`config.mk`:
```
export PLATFORM = sky130hd
export DESIGN_NAME = mem_master
export DESIGN_NICKNAME = d
export VERILOG_FILES = /design/src/rtl/mem_pkg.sv /design/src/rtl/mem_master.sv
export SDC_FILE = /design/constraint.sdc
export NUM_CORES = 1
export LEC_CHECK = 0
export BUFFER_PORTS_ARGS = -buffer_cell sky130_fd_sc_hd__buf_4
export CAP_MARGIN = 40
export CORE_MARGIN = 2
export CORE_UTILIZATION = 26
export DETAILED_ROUTE_END_ITERATION = 10
export SLEW_MARGIN = 10
export SYNTH_ARGS = -nofsm -noshare
export SYNTH_HDL_FRONTEND = slang
export SYNTH_SLANG_ARGS = --single-unit
```
`constraint.sdc`:
```
create_clock -name clk -period 2.65 [get_ports clk]
set_input_delay 0.795 -clock clk [delete_from_list [all_inputs] [get_ports clk]]
set_output_delay 0.795 -clock clk [all_outputs]
set_load 0.005 [all_outputs]
```
`src/rtl/mem_pkg.sv`:
```
// Definitions shared by the RAM-side blocks: transaction FSM encoding and the read byte-lane mask.
package mem_pkg;

    typedef enum logic [1:0] {
        IDLE    = 2'd0,
        ISSUE   = 2'd1,
        CAPTURE = 2'd2,
        RESP    = 2'd3
    } mem_state_e;

    localparam logic [15:0] BYTE_MASK = 16'h00FF;

endpackage

```
`src/rtl/mem_master.sv`:
```
// Initiator for the on-chip RAM: one load/store at a time, sequenced onto the
// single-cycle store / registered-read RAM port, with a response handshake back to the core.
module mem_master
    import mem_pkg::*;
#(
    parameter int ADDR_WIDTH = 12
) (
    input  logic                  clk,
    input  logic                  rst,
    input  logic                  req_valid,
    output logic                  req_ready,
    input  logic                  req_write,
    input  logic                  req_byte,
    input  logic [ADDR_WIDTH-1:0] req_addr,
    input  logic [15:0]           req_wdata,
    output logic                  rsp_valid,
    input  logic                  rsp_ready,
    output logic [15:0]           rsp_rdata,
    output logic                  rsp_unaligned,
    output logic                  mem_store,
    output logic                  mem_bytemode,
    output logic [ADDR_WIDTH-1:0] mem_address,
    output logic [15:0]           mem_wdata,
    input  logic [15:0]           mem_rdata
);

    mem_state_e            state_q, state_d;
    logic                  write_q, write_d;
    logic                  byte_q, byte_d;
    logic                  unal_q, unal_d;
    logic [ADDR_WIDTH-1:0] addr_q, addr_d;
    logic [15:0]           wdata_q, wdata_d;
    logic [15:0]           rdata_q, rdata_d;

    always_ff @(posedge clk or posedge rst) begin
        if (rst) begin
            state_q <= IDLE;
            write_q <= 1'b0;
            byte_q  <= 1'b0;
            unal_q  <= 1'b0;
            addr_q  <= '0;
            wdata_q <= '0;
            rdata_q <= '0;
        end else begin
            state_q <= state_d;
            write_q <= write_d;
            byte_q  <= byte_d;
            unal_q  <= unal_d;
            addr_q  <= addr_d;
            wdata_q <= wdata_d;
            rdata_q <= rdata_d;
        end
    end

    always_comb begin
        state_d   = state_q;
        write_d   = write_q;
        byte_d    = byte_q;
        unal_d    = unal_q;
        addr_d    = addr_q;
        wdata_d   = wdata_q;
        rdata_d   = rdata_q;
        req_ready = 1'b0;
        rsp_valid = 1'b0;
        mem_store = 1'b0;

        case (state_q)
            IDLE: begin
                req_ready = 1'b1;
                if (req_valid) begin
                    write_d = req_write;
                    byte_d  = req_byte;
                    wdata_d = req_wdata;
                    unal_d  = !req_byte && req_addr[0];
                    // Word accesses are forced onto the even address; no wrap/increment needed.
                    addr_d  = req_byte ? req_addr : {req_addr[ADDR_WIDTH-1:1], 1'b0};
                    state_d = ISSUE;
                end
            end
            ISSUE: begin
                mem_store = write_q;
                if (write_q) begin
                    rdata_d = '0;
                    state_d = RESP;
                end else begin
                    state_d = CAPTURE;
                end
            end
            CAPTURE: begin
                // The RAM mirrors the odd bank on [15:8] in byte mode, so mask it off.
                rdata_d = byte_q ? (mem_rdata & BYTE_MASK) : mem_rdata;
                state_d = RESP;
            end
            RESP: begin
                rsp_valid = 1'b1;
                if (rsp_ready) state_d = IDLE;
            end
            default: state_d = IDLE;
        endcase
    end

    assign mem_address   = addr_q;
    assign mem_bytemode  = byte_q;
    assign mem_wdata     = wdata_q;
    assign rsp_rdata     = rdata_q;
    assign rsp_unaligned = unal_q;

endmodule

```
Yosys cells after proc, flatten, opt, wreduce, memory -nomap -nowiden
Index checks and enable logic that the tools add are counted.
- register bits: 49
- output and inout bits: 49
- logic and storage cells: 31
- equal/unequal tests: 6
- mux-type cells: 11
- reduce and logical (&&, ||, !) cells: 7
- operators by type and width (kind ; number):
    two-way mux 16 bit ; 2
    one-hot mux 16 bit (2 select lines) ; 1
    one-hot mux 2 bit (4 select lines) ; 1
    inequality test 2 bit (second input constant) ; 3
    AND reduction 2 bit ; 3
    two-way mux 1 bit ; 5
    equality test 2 bit (second input constant) ; 2
    two-way mux 2 bit ; 2
    equality test 2 x 1 -> 1 bit (second input constant) ; 1
    zero test 2 bit ; 1
    nonzero test 2 bit ; 1
    logical AND 1 bit ; 1
    zero test 1 bit ; 1

Longest topological paths before layout
- word-level depth: 3
- depth in mapped cells: 7
- depth with buffers taken out: 5

Least setup slack after synthesis
OpenSTA, ideal clock, no wires.
- kind: reg2out
- from: reg state_q[1]
- to: out mem_store
- arrival time: 0.841 ns
- data required time: 1.855 ns
- slack: 1.014 ns
- stages on the path, launching flop included: 4
- path buffers: 0
- cell sequence: dfrtp_1 > inv_1 > ha_1 > and2_1
- word-level cells in the longest chain between the ends: 2
- ends and longest elaborated chain (what ; line ; RTL):
    start, declared ; mem_master.sv:27 ; mem_state_e state_q, state_d;
    start signal, assigned ; mem_master.sv:45 ; state_q <= state_d;
    equality test 2 x 1 -> 1 bit ; mem_master.sv:67 ; case (state_q)
    two-way mux 1 bit ; mem_master.sv:67 ;
    end, declared ; mem_master.sv:20 ; output logic mem_store,
Every way passes these cells.

Worst setup path in the final report
Same ends and word-level chain as after synthesis.

==> flow_summary.yaml <==
routing:
  avgViaCountPerCell: 4.099
  firstDrtPassIters: 3
  ant_nets: 0
  drtIter0Drc: 46
  drc: 0
  vias: 1496
  wl_mm: 4.540
  wire_per_inst_um: 12.44
finish:
  area_growth_pct: 44.04
  drive_gt1_share_pct: 58.46
  fin_cells: 365
  n_fill_cell: 801
  nets: 313
  utilization_pct: 38.13
  multiInputGateArea_sq_um: 825.8
  n_antenna_cell: 0
  seq_area_sq_mm: 0.001226
clock_network:
  cts_tree: "yes"
  cts_buffers: 5
  clk_pin_slew_ns: 0.09
  cts.repair.resized: 0
  root_buffer: "clkbuf_8"
  htreeDepth: 2
  cts_buffer_depth: 2
  clk_latency_ns: 0.29
  cts.sinks: 49
  ctsHoldBuffers: 0
  cts_setup_buffers: 0
yosys:
  synth_top_family_by_area: "multiplexers"
  yosysUniqueCellTypes: 20
  ys_warn_count: 0
  yosys.area_share.simple_pct: 7.844
  synth-seq-cells: 49
  syn_area_sq_mm: 0.002153
  seq_area_frac_synth_pct: 56.94
  synthCells: 159
  synthAdderAreaFrac_pct: 2.324
  synth-xor-area-share_pct: 0
  synth_compound_area_share_pct: 6.915
  synthesis.nets: 213
  avgSynthCellArea_sq_um: 13.54
  muxShareOfSynthArea_pct: 21.27
placed_design:
  io_buffers: 98
  placedCellCount: 357
  place_congestion: 0.6320
  dp_hpwl_mm: 3.363
power:
  power_density_mw_per_mm2: 1139
  p_leak_nw: 1.592
  ir_drop_mv: 0.3939
setup_path:
  critPathMaxStageDelay_ns: 0.43
  reg2reg_depth: 5
  cp_num_buf_inv: 2
  critical-path-top-delay-family: "flip-flops"
  end_kind: "output port"
  crit_slowest_cell: "dfrtp_1"
  crit_type: "flop to output port"
  arrival_ns: 1.35
  crit_required_ns: 1.86
  crit_path_cell_trace: "inv_1 > ha_1 > and2_1 > buf_4"
  crit_path_start_kind: "flop"
  cp_num_cells: 4
  crit_path_max_fanout: 5
sta:
  fin_tns_setup_ns: 0
  finalSetupViolations: 0
  rsz0062_at_grt: "no"
  period_needed_ns: 2.149
  drv_slew: 0
  final.setup_skew_ns: 0.004509
  fmaxAchievable_mhz: 465.2
  max_slew_margin_pct: 63.53
  finalCritPeriodShare_pct: 81.11
  tightestPinTransition_ns: 0.5459
  finalHoldViolCount: 0
global_route:
  first_global_vias: 1481
  overflow: 0
  grtUsageTotal_pct: 10.07
  grt_first_pass_wirelength_mm: 7.079
  antenna_found_initial: 0
  grt_start_max_net_pins: 50
run_status:
  status: "complete, no violations"
worst_hold_path:
  hold_class: "flop to flop"
  min_path_cells: 2
floorplan:
  fp-row-count: 33
  die_w_um: 95.01
  io_pins: 99
  start_util_pct: 26.47
  die_area_sq_mm: 0.009026
  core_area_sq_mm: 0.008134
  die_height_um: 95.01
flow_run:
  cap_violations: 0
[where the power goes]
group          switching, W  internal (W)
Combinational      0.000629       0.00102
Clock              0.000241      0.000308
Sequential         0.000225       0.00111
Total               0.00110       0.00244
[worst reg2reg max path, delay by kind of cell, from the launching register on]
kind | cells | cell delay, ns
compound gates | 1 | 0.12
fa+ha+maj | 1 | 0.41
buf+inv | 1 | 0.13
flops | 1 | 0.43
simple gates | 2 | 0.67
[registers in the layout (all words and copies together), names as in the netlist]
signal	flops
mem_address	12
mem_bytemode	1
mem_wdata	16
rsp_rdata	16
rsp_unaligned	1
state_q	2
write_q	1
[cells by family (layout without fill, tap and decap cells)]
family | after synthesis | count (layout)
flops | 49 | 49
simple gates | 41 | 41
buf+inv | 13 | 114
fa+ha+maj | 4 | 4
mux | 31 | 31
compound gates | 21 | 21
[synth_stat cells]
cell,n,area share (%)
nand2b_1,1,0.29
o21ai_2,10,4.1
buf_4,2,0.70
dfrtp_1,49,57
o21ai_0,4,0.93
nand2_1,35,6.1
nor2b_1,2,0.58
o31ai_1,1,0.35
inv_1,5,0.87
buf_6,6,3.1
a21oi_1,1,0.23
nand2_2,1,0.29
mux2_2,4,2.1
or2_2,1,0.29
and2_1,1,0.29
o21ai_1,4,0.93
a2bb2oi_1,1,0.41
mux2i_4,1,1.0
mux2_4,26,18
ha_1,4,2.3
[per-stage QoR]
stage          setup slack (ns)  power, W  cell area (sq um)  hold slack (ns)
2_1_floorplan            0.6822  0.002326               2153           0.4716
3_3_place_gp             0.8744  0.002993               2985           0.4649
3_5_place_dp             0.7779  0.003033               2985           0.4725
4_1_cts                  0.4664  0.003610               3102           0.4947
5_1_grt                  0.4123  0.003818               3102           0.5135
6_report                 0.5005  0.003534               3102           0.4849
[cell usage in the layout (no fill, tap or decap)]
master     count
inv_1          4
mux2i_4        1
o21ai_0        4
nand2_1       35
bufinv_16      1
nor2b_1        2
a21oi_1        1
o31ai_1        1
dfrtp_1       49
o21ai_2       10
buf_12         2
nand2b_1       1
or2_2          1
mux2_4        26
clkbuf_8       6
a2bb2oi_1      1
mux2_2         4
and2_1         1
inv_2          1
nand2_2        1
clkbuf_1       1
ha_1           4
buf_4         99
o21ai_1        4
[layer usage]
metal	track usage [%]	up-vias	wire length, um	share of wire (%)
met1	13.01	693	2036	45
met4	2.536	0	40	0.88
met5	0	-	0	0
met3	4.070	5	498	11
li1	-	729	-	-
met2	15.72	69	1965	43
[final timing paths]
check	start	end	slack, ns
max	state_q[1]	mem_store	0.50
min	rsp_rdata[2]	rsp_rdata[2]	0.48
max reg2reg	state_q[0]	rsp_rdata[9]	0.82
min reg2reg	rsp_rdata[2]	rsp_rdata[2]	0.48
max in group asynchronous	rst	rsp_rdata[5]	1.88
min in group asynchronous	rst	mem_wdata[3]	0.53
[cell type report]
cell class | count | area share, %
clock buffers | 7 | 2.783
repair buffers | 101 | 25.25
inverters | 5 | 0.6051
flip-flops and latches | 49 | 39.53
well taps | 105 | 4.236
multi-input cells | 97 | 26.62
clock inverters | 1 | 0.9681
Note: power is estimated with default switching activity, not from simulation.
